==> src/rtl/exc_intr_ctrl_if.sv <==
// rtl/exc_intr_ctrl_if.sv - pipeline/CP0 signal bundle for the exception and interrupt controller
interface exc_intr_ctrl_if;
    logic        intr;
    logic        exc_sys;
    logic        exc_uni;
    logic        exc_ovf;
    logic [31:0] exc_pc;
    logic [31:0] next_pc;
    logic        eret;
    logic        c0_we;
    logic [4:0]  c0_addr;
    logic [31:0] c0_wdata;
    logic [31:0] c0_rdata;
    logic        redirect;
    logic [31:0] redirect_pc;
    logic        flush;

    modport master (
        output intr, exc_sys, exc_uni, exc_ovf, exc_pc, next_pc, eret,
               c0_we, c0_addr, c0_wdata,
        input  c0_rdata, redirect, redirect_pc, flush
    );

    modport slave (
        input  intr, exc_sys, exc_uni, exc_ovf, exc_pc, next_pc, eret,
               c0_we, c0_addr, c0_wdata,
        output c0_rdata, redirect, redirect_pc, flush
    );
endinterface

==> src/rtl/exc_intr_ctrl.sv <==
// rtl/exc_intr_ctrl.sv - CP0 Status/Cause/EPC with exception/interrupt entry and eret return sequencing
module exc_intr_ctrl (
    input  logic           clk,
    input  logic           rst,
    exc_intr_ctrl_if.slave bus
);
    typedef enum logic [1:0] {IDLE, ENTER, HANDLER, RETURN} state_e;

    localparam logic [4:0]  ADDR_STATUS = 5'd12;
    localparam logic [4:0]  ADDR_CAUSE  = 5'd13;
    localparam logic [4:0]  ADDR_EPC    = 5'd14;
    localparam logic [31:0] VECTOR_PC   = 32'h0000_0008;

    state_e      state_q, state_d;
    logic [4:0]  status_q, status_d;
    logic [1:0]  exccode_q, exccode_d;
    logic        ip_q, ip_d;
    logic [31:0] epc_q, epc_d;
    logic        intr_prev_q, intr_prev_d;

    logic        active;
    logic        intr_edge;
    logic        accept;
    logic [1:0]  accept_code;
    logic [31:0] cause;

    // ENTER and RETURN are bubbles: nothing from the pipeline is honoured there
    assign active    = (state_q == IDLE) || (state_q == HANDLER);
    assign intr_edge = bus.intr & ~intr_prev_q & active;
    assign cause     = {23'd0, ip_q, 4'd0, exccode_q, 2'd0};

    always_comb begin
        accept      = 1'b0;
        accept_code = 2'd0;
        if (state_q == IDLE && !status_q[4]) begin
            if (bus.exc_ovf && status_q[3]) begin
                accept      = 1'b1;
                accept_code = 2'd3;
            end else if (bus.exc_uni && status_q[2]) begin
                accept      = 1'b1;
                accept_code = 2'd2;
            end else if (bus.exc_sys && status_q[1]) begin
                accept      = 1'b1;
                accept_code = 2'd1;
            end else if (ip_q && status_q[0]) begin
                accept      = 1'b1;
                accept_code = 2'd0;
            end
        end
    end

    always_ff @(posedge clk or posedge rst) begin
        if (rst) begin
            state_q <= IDLE;
        end else begin
            state_q <= state_d;
        end
    end

    always_comb begin
        state_d = state_q;
        case (state_q)
            IDLE:    if (accept)   state_d = ENTER;
            ENTER:                 state_d = HANDLER;
            HANDLER: if (bus.eret) state_d = RETURN;
            RETURN:                state_d = IDLE;
            default:               state_d = IDLE;
        endcase
    end

    always_comb begin
        bus.redirect    = 1'b0;
        bus.flush       = 1'b0;
        bus.redirect_pc = 32'd0;
        case (state_q)
            ENTER: begin
                bus.redirect    = 1'b1;
                bus.flush       = 1'b1;
                bus.redirect_pc = VECTOR_PC;
            end
            RETURN: begin
                bus.redirect    = 1'b1;
                bus.flush       = 1'b1;
                bus.redirect_pc = epc_q;
            end
            default: ;
        endcase
    end

    // Acceptance and eret are applied after mtc0 so they own EXL/EPC on a collision
    always_comb begin
        status_d    = status_q;
        exccode_d   = exccode_q;
        ip_d        = ip_q | intr_edge;
        epc_d       = epc_q;
        intr_prev_d = bus.intr;
        if (active && bus.c0_we) begin
            if (bus.c0_addr == ADDR_STATUS) status_d = bus.c0_wdata[4:0];
            if (bus.c0_addr == ADDR_EPC)    epc_d    = bus.c0_wdata;
        end
        if (accept) begin
            exccode_d   = accept_code;
            status_d[4] = 1'b1;
            if (accept_code == 2'd0) begin
                epc_d = bus.next_pc;
                ip_d  = intr_edge;
            end else begin
                epc_d = bus.exc_pc;
            end
        end
        if (state_q == HANDLER && bus.eret) status_d[4] = 1'b0;
    end

    always_ff @(posedge clk or posedge rst) begin
        if (rst) begin
            status_q    <= 5'd0;
            exccode_q   <= 2'd0;
            ip_q        <= 1'b0;
            epc_q       <= 32'd0;
            intr_prev_q <= 1'b0;
        end else begin
            status_q    <= status_d;
            exccode_q   <= exccode_d;
            ip_q        <= ip_d;
            epc_q       <= epc_d;
            intr_prev_q <= intr_prev_d;
        end
    end

    always_comb begin
        case (bus.c0_addr)
            ADDR_STATUS: bus.c0_rdata = {27'd0, status_q};
            ADDR_CAUSE:  bus.c0_rdata = cause;
            ADDR_EPC:    bus.c0_rdata = epc_q;
            default:     bus.c0_rdata = 32'd0;
        endcase
    end
endmodule

==> src/flat_wrapper.sv <==
// flat-port wrapper written by rule: the top's interface ports become plain ports
module exc_intr_ctrl_flat 
  (clk, rst, bus_intr, bus_exc_sys, bus_exc_uni, bus_exc_ovf, bus_exc_pc, bus_next_pc, bus_eret, bus_c0_we, bus_c0_addr, bus_c0_wdata, bus_c0_rdata, bus_redirect, bus_redirect_pc, bus_flush);
  exc_intr_ctrl_if bus_i ();
  input  logic clk;
  input  logic rst;
  input wire logic [$bits(bus_i.intr)-1:0] bus_intr;
  input wire logic [$bits(bus_i.exc_sys)-1:0] bus_exc_sys;
  input wire logic [$bits(bus_i.exc_uni)-1:0] bus_exc_uni;
  input wire logic [$bits(bus_i.exc_ovf)-1:0] bus_exc_ovf;
  input wire logic [$bits(bus_i.exc_pc)-1:0] bus_exc_pc;
  input wire logic [$bits(bus_i.next_pc)-1:0] bus_next_pc;
  input wire logic [$bits(bus_i.eret)-1:0] bus_eret;
  input wire logic [$bits(bus_i.c0_we)-1:0] bus_c0_we;
  input wire logic [$bits(bus_i.c0_addr)-1:0] bus_c0_addr;
  input wire logic [$bits(bus_i.c0_wdata)-1:0] bus_c0_wdata;
  output wire logic [$bits(bus_i.c0_rdata)-1:0] bus_c0_rdata;
  output wire logic [$bits(bus_i.redirect)-1:0] bus_redirect;
  output wire logic [$bits(bus_i.redirect_pc)-1:0] bus_redirect_pc;
  output wire logic [$bits(bus_i.flush)-1:0] bus_flush;
  assign bus_i.intr = bus_intr;
  assign bus_i.exc_sys = bus_exc_sys;
  assign bus_i.exc_uni = bus_exc_uni;
  assign bus_i.exc_ovf = bus_exc_ovf;
  assign bus_i.exc_pc = bus_exc_pc;
  assign bus_i.next_pc = bus_next_pc;
  assign bus_i.eret = bus_eret;
  assign bus_i.c0_we = bus_c0_we;
  assign bus_i.c0_addr = bus_c0_addr;
  assign bus_i.c0_wdata = bus_c0_wdata;
  assign bus_c0_rdata = bus_i.c0_rdata;
  assign bus_redirect = bus_i.redirect;
  assign bus_redirect_pc = bus_i.redirect_pc;
  assign bus_flush = bus_i.flush;
  exc_intr_ctrl u_core (.clk(clk), .rst(rst), .bus(bus_i));
endmodule
==> config.mk <==
export PLATFORM = sky130hd
export DESIGN_NAME = exc_intr_ctrl_flat
export DESIGN_NICKNAME = d
export VERILOG_FILES = /design/src/rtl/exc_intr_ctrl_if.sv /design/src/rtl/exc_intr_ctrl.sv /design/src/flat_wrapper.sv
export SDC_FILE = /design/constraint.sdc
export NUM_CORES = 1
export LEC_CHECK = 0
export BUFFER_PORTS_ARGS = -buffer_cell sky130_fd_sc_hd__buf_2
export CAP_MARGIN = 20
export CELL_PAD_IN_SITES_DETAIL_PLACEMENT = 0
export CELL_PAD_IN_SITES_GLOBAL_PLACEMENT = 1
export CORE_MARGIN = 4
export CORE_UTILIZATION = 25
export CTS_CLUSTER_DIAMETER = 120
export DETAILED_ROUTE_END_ITERATION = 7
export PLACE_DENSITY = 0.68
export SETUP_SLACK_MARGIN = 0.02
export SYNTH_ARGS = -nofsm -noshare
export SYNTH_HDL_FRONTEND = slang
export SYNTH_SLANG_ARGS = --single-unit
==> constraint.sdc <==
create_clock -name clk -period 6 [get_ports clk]
set_input_delay 0.3 -clock clk [delete_from_list [all_inputs] [get_ports clk]]
set_output_delay 0.3 -clock clk [all_outputs]
set_load 0.02 [all_outputs]
---- Word-level counts from Yosys, hierarchy flattened ----
Index checks and enable logic that the tools add are counted.
word-level totals
  register bits ........................... 43
  input port bits ......................... 109
  output and inout bits ................... 66
operators by class
  equal/unequal tests ..................... 8
  multiplexer cells ....................... 25
  bitwise operators ....................... 4
  reductions and logical operators ........ 20
operator list
  operator                                             count
  two-way mux 32 bit                                   4
  case mux 32 bit (3 select lines)                     1
  case mux 32 bit (2 select lines)                     1
  equality test 5 x 4 -> 1 bit, second input constant  3
  two-way mux 1 bit                                    11
  two-way mux 2 bit                                    5
  two-way mux 5 bit                                    2
  case mux 2 bit (4 select lines)                      1
  AND reduction 2 bit                                  4
  logical AND 1 bit                                    7
  nonzero test 3 bit                                   2
  equality test 2 bit, second input constant           2
  logical NOT 2 bit                                    2
  nonzero test 2 bit                                   2
  bitwise AND 1 bit                                    2
  equality test 2 x 1 -> 1 bit, second input constant  1
  != test 2 x 1 -> 1 bit, second input constant        1
  != test 2 bit, second input constant                 1
  OR reduction 2 bit                                   1
  logical NOT 1 bit                                    1
  logical OR 1 bit                                     1
  inverter 1 bit                                       1
  OR 1 bit                                             1

---- Depth between registers and ports, before layout ----
Gate-level depths: netlist of run 1.
  word-level depth ........................ 8
  gate-level depth with buffers ........... 9
  gate-level depth less buffers ........... 6

---- Worst setup path before layout of run 1 ----
OpenSTA, ideal clock, no wires.
  kind .................................... reg2reg
  start point ............................. reg u_core.state_q[0]
  end point ............................... reg u_core.epc_q[14]
  arrival ................................. 1825 ps
  data required time ...................... 5927 ps
  path slack .............................. 4102 ps
  cell stages (with the launch flop) ...... 10
  period minus slack after synthesis ...... 1898 ps
  cell sequence ........................... dfrtp_1 -> inv_1 -> ha_1 -> and4b_1 -> buf_2 -> buf_4 -> clkbuf_1 -> o211a_1 -> a21oi_1 -> a2bb2oi_2
on the way
  longest elaborated chain between the ends .. 6
RTL lines
  element                 line                                      RTL
  from (decl)             exc_intr_ctrl.sv:14                       state_e state_q, state_d;
  from (signal assigned)  exc_intr_ctrl.sv:56                       state_q <= state_d;
  logical NOT 2 bit       exc_intr_ctrl.sv:28, exc_intr_ctrl.sv:35
  logical AND 1 bit       exc_intr_ctrl.sv:35                       if (state_q == IDLE && !status_q[4]) begin
  two-way mux 2 bit       exc_intr_ctrl.sv:35
  logical NOT 2 bit       exc_intr_ctrl.sv:104                      if (accept_code == 2'd0) begin
  two-way mux 32 bit      exc_intr_ctrl.sv:104
  two-way mux 32 bit      exc_intr_ctrl.sv:101                      if (accept) begin
  to (signal assigned)    exc_intr_ctrl.sv:125                      epc_q <= epc_d;
  to (decl)               exc_intr_ctrl.sv:18                       logic [31:0] epc_q, epc_d;
Parallel ways exist; a longest one is shown, timed or not.
A chain may end at the register's enable or synchronous reset.

---- Final worst setup path of run 1 ----
  start point ............................. reg u_core.state_q[0]
  end point ............................... reg u_core.epc_q[26]
Same word-level chain as after synthesis.

==> key figures, run 1 <==
Clocking
  • Post-CTS resize count: 0
  • CTS H-tree depth: 2
  • Skew-Pair Late Insertion Delay: 0.28 ns
  • CTS sink cnt: 43
  • Hold-fix buffers, CTS: 0
  • CTS Buffer Depth: 2
  • CTS tree: done
  • Root buf cell: clkbuf_16
  • Worst-path clk slew: 0.06 ns
  • Postcts setup bufs: 0
  • CTS Buf Count: 5

Timing
  • Worst setup margin: 3.12 ns
  • Clk_skew: approximately 0.007 ns
  • Sum Neg Setup Slack: 0 ns
  • Slew Limit Fails: 0
  • Fin crit share: 48.0%
  • Worst Tran Pin Value: 1.03 ns
  • Slew margin rel.: 31.5%
  • Fin. Hold Viols: 0
  • RSZ-0062 raised after global routing: false
  • Minimum clock period: 2.88 ns
  • Max Clk Rate: 347 MHz
  • Final setup vio count: 0

GRT
  • GRT Util Overall: between 10% and 20%
  • Initial antenna violation count: 0
  • Vias in the first global route: 3,400
  • First-pass GRT wire length: 18,600 um
  • Gr ovfl total: 0
  • Pin count of the biggest net entering global routing: 44

Synth
  • Post-Syn Instances: 325
  • Post-Syn Area: 3110 um^2
  • Synth cell count leaders: 43 x dfrtp_1, 33 x and2_1, 28 x a21oi_1, 27 x o211a_1, 26 x and3_1
  • Avg Inst Size Synth: 9.58 um^2
  • Async SR Flop Fraction: 100%
  • Yosys reg bits: 43
  • Netlist cell types: 37
  • YS warnings: 0
  • Top post-synthesis cells by area: dfrtp_1 35%, a2bb2oi_2 9.6%, o211a_1 8.7%
  • Sequential area share after synthesis: 34.6%
  • Most frequent cell after synthesis: dfrtp_1
  • EDFF count, synth: 0
  • Post-synth top area share: 34.6%
  • Synth Flop Type: dfrtp_1
  • Syn Nets: 439
  • Yosys top cell by area: dfrtp_1

Pwr
  • Leakage power: 2.39 nW
  • Cell Pwr Density: about 420 nW/um^2
  • IR Drop Worst-Case VDD: 0.151 mV

Worst setup path
  • RR Startpoint: u_core.state_q[0]
  • WS Path Type: register to register
  • R2r setup slk: 3.12 ns
  • Critical Path AT: a little over 3 ns
  • R2r worst-path depth: 8
  • R2R Path End: u_core.epc_q[26]
  • Critical Path Fanout Max: 34
  • CP endpoint kind: register
  • Crit start category: register
  • Worst EP required: 6.16 ns

Routing
  • Wirelength per Cell: 18.3 um
  • Routed WL: 11,900 um
  • Antenna viol nets, final: 0
  • Initial DRC Count: about 140
  • Total number of vias: approximately 3,100
  • DR pass1 iterations: 5
  • Vias/cell: ~4.8
  • DRC violations left: 0

Die
  • Core Region: 12,100 um^2
  • Num rows: 40
  • Chip Width: about 120 um
  • IO Pins: 175
  • Vert. Die Dim: 120 um
  • DIE AREA: 14,300 um^2
  • Initial Utilization: 25.7%

Layout
  • Share of layout cells above drive strength 1: between 40% and 50%
  • Fin area: 4300 um^2
  • Area Overhead vs Synth: 38.0%
  • Nets: 596
  • # diodes: 0

Placement
  • Setup WS pre-CTS: about 3.2 ns
  • Placed Area: 4080 um^2
  • Placer Congestion: 0.783
  • Post-DP HPWL: ~8700 um
  • PortBufs: 174

Min path
  • Hold Path Class: input pin to register
  • Hold Path Cell Cnt: 1
  • Hold Path End: u_core.intr_prev_q
  • Worst hold start: bus_intr

Outcome
  • Status: completed

Job
  • Maxcap violations: 0
==> kinds of logic after synthesis <==
kind of cell / Yosys count / synth area share [%]
adders and majority gates: 5 / 2.01
AOI/OAI and AO/OA: 131 / 33.8
DFF: 43 / 34.6
muxes: 18 / 6.19
and+or+nand+nor: 91 / 17.6
buffers and inverters: 37 / 5.79
==> layer usage <==
| layer | global-route usage [%] | routed length [um] |
|---|---|---|
| met5 | 0 | 0 |
| met4 | 2.15 | 40 |
| met3 | 4.62 | 861 |
| met2 | 27.9 | 5760 |
| met1 | 21.3 | 5270 |
==> report_power, final <==
part           internal (W)  switching, W  leakage [nW]  total [W]
combinational      0.000415      0.000512          1.80   0.000927
clock              0.000177      0.000111        0.0772   0.000289
sequential         0.000432      0.000136         0.517   0.000568
==> worst max path at each step <==
stage / startpoint / end / slack (ns)
2_1_floorplan: u_core.state_q[0] / u_core.epc_q[14] / 4.10
3_3_place_gp: u_core.state_q[0] / u_core.epc_q[21] / 3.25
3_5_place_dp: u_core.state_q[0] / u_core.epc_q[6] / 3.17
4_1_cts: u_core.state_q[0] / u_core.epc_q[17] / 3.15
5_1_grt: u_core.state_q[1] / u_core.epc_q[25] / 2.91
6_report: u_core.state_q[0] / u_core.epc_q[26] / 3.12
==> through the flow <==
step,power [W],util (%),hold WS [ns],cells
after floorplan,0.00121,-,0.331,325
after global placement,0.00147,33.7,0.437,639
after detailed placement,0.00149,33.7,0.441,639
after CTS,0.00179,35.0,0.150,647
after global routing,0.00192,35.5,0.151,651
final,0.00178,35.5,0.148,651
==> worst max-delay path, stage by stage, from the launching register on <==
cell       delay [ns]
dfrtp_1          0.40
inv_1            0.10
ha_1             0.27
nand2b_1         0.40
buf_4            0.36
a21o_1           0.23
buf_4            0.39
nand2_4          0.34
a2bb2oi_1        0.23
==> cells in the final DEF (no fill, tap or decap), drive strengths merged, types with 2 or more instances in the layout <==
cell     instances
buf            183
and3            26
ha               5
a22o             3
mux2i            8
o211a           27
a2bb2oi         28
a21o             3
dfrtp           43
nor2b            2
mux2            10
nor2             4
nand2           11
a21oi           28
o21ai           38
nand3            6
inv              3
clkbuf           8
and2            33
a22oi            2
==> flip-flops by register name, indices dropped and copies added (netlist names) <==
signal,flops
u_core.state_q,2
u_core.exccode_q,2
u_core.status_q,5
u_core.intr_prev_q,1
u_core.epc_q,32
u_core.ip_q,1
==> area by class of cell <==
| cell class | instances | area, um^2 |
|---|---|---|
| tap | 168 | 210 |
| clock buffer | 8 | 156 |
| inverter | 3 | 11.3 |
| sequential | 43 | 1080 |
| multi-input combinational | 245 | 1870 |
| timing repair buffer | 184 | 976 |
| fill | 1304 | 7820 |
Power figures use the tool's default switching activity.
==> inputs of run 2 (changes only) <==
clock period = 2.7 ns   (was 6 ns; I/O delays follow)
==> run 2 against run 1 <==
  * Final cell count rose by 0.92%
  * Power rose by 130%
  * Global-route usage rose by 0.10 points
  * Die area did not move
  * Hold slack got worse by 0.061 ns
  * Register-to-register slack got worse by 2.8 ns
  * Sequential share of layout area fell by 0.29 points
  * Count of clock-buffer cells in the layout fell by 2
  * Final area rose by 1.2%
  * Critical path type unchanged
==> key figures, run 2 (synthesis results as in run 1) <==
Outcome
  • Status: completed

GRT
  • Pin count of the biggest net entering global routing: 44
  • First-pass GRT wire length: 18,800 um
  • Initial antenna violation count: 0
  • GRT Util Overall: approximately 17%
  • Gr ovfl total: 0
  • Vias in the first global route: 3,400

Clocking
  • Post-CTS resize count: 0
  • CTS Buffer Depth: 2
  • Skew-Pair Late Insertion Delay: 0.28 ns
  • CTS sink cnt: 43
  • CTS Buf Count: 5
  • CTS H-tree depth: 2
  • CTS tree: done
  • Root buf cell: clkbuf_16
  • Worst-path clk slew: 0.07 ns

Worst setup path
  • RR Startpoint: u_core.state_q[0]
  • R2r worst-path depth: 6
  • Worst EP required: slightly below 3 ns
  • WS Path Type: register to register
  • Critical Path AT: around 2.6 ns
  • Crit start category: register
  • CP endpoint kind: register
  • Worst setup path start: u_core.state_q[0]
  • Critical Path Fanout Max: 27
  • R2r setup slk: 0.34 ns
  • R2R Path End: u_core.epc_q[27]

Placement
  • Placer Congestion: 0.786
  • PortBufs: 174
  • Placed Area: 4130 um^2
  • Post-DP HPWL: 8810 um

Timing
  • Sum Neg Setup Slack: 0 ns
  • Final setup vio count: 0
  • Hold Slack: a little under 0.09 ns
  • Worst Tran Pin Value: 0.693 ns
  • Fin crit share: between 80% and 90%
  • Slew margin rel.: 53.4%
  • Max Clk Rate: 423 MHz
  • Minimum clock period: 2.36 ns
  • Clk_skew: 0.00579 ns
  • Fin. Hold Viols: 0
  • RSZ-0062 raised after global routing: false
  • Slew Limit Fails: 0

Layout
  • # diodes: 0
  • Number of flip-flops in the largest register: 32
  • Fill cell count: 1,313
  • Share of layout cells above drive strength 1: 47.2%
  • Most frequent cells in the layout: 174 x buf_2, 43 x dfrtp_1, 33 x and2_1
  • Post-layout util: 35.9%
  • Fin area: 4350 um^2
  • Area Overhead vs Synth: 39.6%
  • Nets: ~600
  • Most flops, register: u_core.epc_q
  • Largest registers: u_core.epc_q: 32 flops, u_core.status_q: 5 flops
  • Commonest non-fill, non-tap cell in the layout: buf_2

Routing
  • Total number of vias: 3,140
  • Routed WL: between 10,000 and 15,000 um
  • Wirelength per Cell: 18.1 um
  • Vias/cell: 4.78
  • Initial DRC Count: 148
  • DRC violations left: 0
  • DR pass1 iterations: 4
  • Antenna viol nets, final: 0

Min path
  • Hold Path End: u_core.status_q[4]
  • Hold Path Cell Cnt: 2
  • Hold Path Class: input pin to register
  • Worst hold start: bus_eret

Die
  • Vert. Die Dim: 120 um
  • Chip Width: 120 um
  • Initial Utilization: 25.7%
  • Core Region: 12,100 um^2
  • Num rows: 40
  • IO Pins: between 150 and 200
  • DIE AREA: 14,300 um^2

Job
  • Maxcap violations: 0

Pwr
  • IR Drop Worst-Case VDD: 0.332 mV
  • Cell Pwr Density: 933 nW/um^2
  • Leakage power: between 2 and 2.5 nW
==> run 2: per-stage QoR <==
stage / setup WS (ns) / cells / power (W)
floorplan: 0.802 / 325 / 0.00268
finish: 0.338 / 657 / 0.00406
detailed placement: 0.329 / 646 / 0.00336
global route: 0.166 / 657 / 0.00435
CTS: 0.320 / 655 / 0.00410
global placement: 0.383 / 646 / 0.00331
==> run 2: cell type report <==
class | instances | area [um^2] | share of cell area [%]
Sequential cell | 43 | 1080 | 24.8
Inverter | 3 | 11.3 | 0.259
Timing Repair Buffer | 190 | 1010 | 23.2
Multi-Input combinational cell | 245 | 1870 | 42.9
Clock buffer | 6 | 139 | 3.20
Tap cell | 168 | 210 | 4.84
Clock inverter | 2 | 35.0 | 0.806
==> run 2: worst max path at each step <==
stage,end,slack [ns],cells after the start
6_report,u_core.epc_q[27],0.34,6
5_1_grt,u_core.epc_q[25],0.17,6
4_1_cts,u_core.epc_q[27],0.32,6
3_5_place_dp,u_core.epc_q[27],0.33,6
3_3_place_gp,u_core.epc_q[30],0.38,6
2_1_floorplan,u_core.epc_q[14],0.80,9
==> run 2: power breakdown <==
part / switching (W) / internal, W / total, W
logic: 0.00115 / 0.000933 / 0.00209
registers: 0.000287 / 0.000961 / 0.00125
clock network: 0.000261 / 0.000461 / 0.000721
total: 0.00170 / 0.00235 / 0.00406
==> run 2: routing by layer <==
layer	vias to the layer above	global-route usage, %	part of all wire, %
met5	-	0	0
met4	0	3.87	1.3
met3	8	4.01	6.6
met2	116	29.2	48
met1	1482	20.2	44
li1	1534	-	-
==> run 2: worst max-delay path, cell delays in order (launching register included) <==
cell	delay [ns]
dfrtp_1	0.42
inv_1	0.12
ha_1	0.25
o21ai_1	0.12
or3b_1	0.62
nand2_4	0.49
a2bb2oi_1	0.21
==> run 2: what timing repair did <==
action,in CTS,in global routing
hold buffers,1,1
hold endpoints to repair,1,13
setup buffers,0,0
==> inputs of run 3 (changes only) <==
GPL_ROUTABILITY_DRIVEN = 0   (was not set)
PLACE_DENSITY = 0.78   (was 0.68)
==> run 3 against run 2 <==
  * Count of clock-buffer cells in the layout is the same
  * Final area grew 0.75%
  * Routed wire length about the same
  * Clock power fell by 1%
  * First-iteration DRC count shrank 6.8%
  * Largest cell class unchanged
  * Register-to-register slack better by 0.03 ns
  * Maximum frequency rose by 1.3%
  * Global-route usage shrank 0.19 points
  * Power up 0.20%
  * Die area unchanged
  * Non-clock buffer count grew 1
==> key figures, run 3 (synthesis results as in run 1) <==
Worst setup path
  • CP endpoint kind: register
  • Top delay family on crit path: simple AND/OR/NAND/NOR gates
  • WS Path Type: register to register
  • R2r setup slk: 0.37 ns
  • Worst EP required: 2.90 ns
  • Slowest stage delay, CP: 0.62 ns
  • R2r worst-path depth: 6
  • CP max stage cell: or3b_1
  • R2R Path End: u_core.epc_q[27]
  • Critical Path AT: 2.53 ns
  • Critical Path Fanout Max: 27
  • CP bufs+invs: 1
  • RR Startpoint: u_core.state_q[0]
  • Worst-path cell chain: inv_1 -> ha_1 -> o21ai_1 -> or3b_1 -> nand2_4 -> a2bb2oi_1
  • Crit start category: register

Job
  • Maxcap violations: 0

GRT
  • GRT Util Overall: 16.3%
  • Vias in the first global route: 3,486
  • Initial antenna violation count: 0
  • Gr ovfl total: 0
  • Pin count of the biggest net entering global routing: 44
  • First-pass GRT wire length: 18,600 um

Die
  • Core Region: 12,100 um^2
  • Vert. Die Dim: 120 um
  • IO Pins: roughly 180
  • Initial Utilization: 25.7%
  • Chip Width: 120 um
  • DIE AREA: 14,300 um^2
  • Num rows: 40

Timing
  • Sum Neg Setup Slack: 0 ns
  • Max Clk Rate: 429 MHz
  • Fin crit share: 86.4%
  • Minimum clock period: approximately 2.3 ns
  • Final setup vio count: 0
  • Worst setup margin: around 0.37 ns
  • Clk_skew: 0.00633 ns
  • RSZ-0062 raised after global routing: false
  • Slew Limit Fails: 0
  • Slew margin rel.: 59.0%
  • Worst Tran Pin Value: 0.614 ns
  • Fin. Hold Viols: 0

Layout
  • Share of layout cells above drive strength 1: 47.3%
  • # diodes: 0
  • Largest registers: u_core.epc_q: 32 flops, u_core.status_q: 5 flops
  • Commonest non-fill, non-tap cell in the layout: buf_2
  • Post-layout util: between 30 and 40%
  • Number of flip-flops in the largest register: 32
  • Most frequent cells in the layout: 174 x buf_2, 43 x dfrtp_1, 33 x and2_1
  • Most flops, register: u_core.epc_q
  • Area Overhead vs Synth: 40.7%
  • Nets: 603
  • Fill cell count: 1,291

Routing
  • Vias/cell: between 4 and 5
  • Routed WL: 11,900 um
  • DR pass1 iterations: 4
  • DRC violations left: 0
  • Initial DRC Count: 138
  • Antenna viol nets, final: 0
  • Wirelength per Cell: between 15 and 20 um
  • Total number of vias: around 3,200

Clocking
  • CTS Buf Count: 5
  • CTS tree: done
  • Hold-fix buffers, CTS: 1
  • Post-CTS resize count: 0
  • Postcts setup bufs: 0
  • CTS sink cnt: 43
  • Worst-path clk slew: 0.06 ns
  • Root buf cell: clkbuf_16
  • Skew-Pair Late Insertion Delay: 0.28 ns
  • CTS H-tree depth: 2
  • CTS Buffer Depth: 2

Min path
  • Worst hold start: bus_c0_wdata[1]
  • Hold Path End: u_core.status_q[1]
  • Hold Path Class: input pin to register
  • Hold Path Cell Cnt: 2

Placement
  • Post-DP HPWL: between 9000 and 10,000 um
  • Setup WS pre-CTS: ~0.38 ns
  • PortBufs: 174

Outcome
  • Status: completed

Pwr
  • Total power: 0.00407 W
  • Cell Pwr Density: 928 nW/um^2
  • Leakage power: 2.44 nW
  • IR Drop Worst-Case VDD: approximately 0.43 mV
==> run 3: cell count changes in the layout (fill, tap and decap cells not counted) <==
cell	change
buf_12	+2
buf_4	-1
==> run 3: per-stage QoR <==
step                cells  cell area, um^2  hold WS [ns]
detailed placement    647             4170         0.269
global placement      647             4170         0.266
finish                658             4380        0.0978
global route          658             4380        0.0988
floorplan             325             3110         0.166
CTS                   656             4350        0.0972
==> run 3: how the worst max path moves through the flow <==
stage | startpoint | end | slack [ns] | depth (start not counted)
2_1_floorplan | u_core.state_q[0] | u_core.epc_q[14] | 0.80 | 9
3_3_place_gp | u_core.state_q[0] | u_core.epc_q[26] | 0.47 | 6
3_5_place_dp | u_core.state_q[0] | u_core.epc_q[26] | 0.38 | 6
4_1_cts | u_core.state_q[0] | u_core.epc_q[27] | 0.36 | 6
5_1_grt | u_core.state_q[0] | u_core.epc_q[27] | 0.22 | 6
6_report | u_core.state_q[0] | u_core.epc_q[27] | 0.37 | 6
==> run 3: report_power, final <==
part / total (W) / switching (W) / internal [W]
Clock: 0.000713 / 0.000253 / 0.000460
Sequential: 0.00125 / 0.000288 / 0.000961
Combinational: 0.00210 / 0.00116 / 0.000947
Total: 0.00407 / 0.00170 / 0.00237
==> run 3: final cells by class <==
cell class                      instances  area, um^2  area share, %
Clock buffer                            6         139           3.17
Clock inverter                          2        35.0          0.800
Inverter                                3        11.3          0.257
Multi-Input combinational cell        245        1870           42.6
Sequential cell                        43        1080           24.6
Tap cell                              168         210           4.80
Timing Repair Buffer                  191        1040           23.8
==> run 3: per-layer routing <==
metal / track usage (%) / vias up / routed length (um) / part of all wire (%)
met2: 28.5 / 124 / 5830 / 49
met3: 3.39 / 17 / 732 / 6.1
met5: 0 / - / 0 / 0
li1: - / 1535 / - / -
met1: 20.0 / 1561 / 5050 / 42
met4: 5.37 / 0 / 301 / 2.5
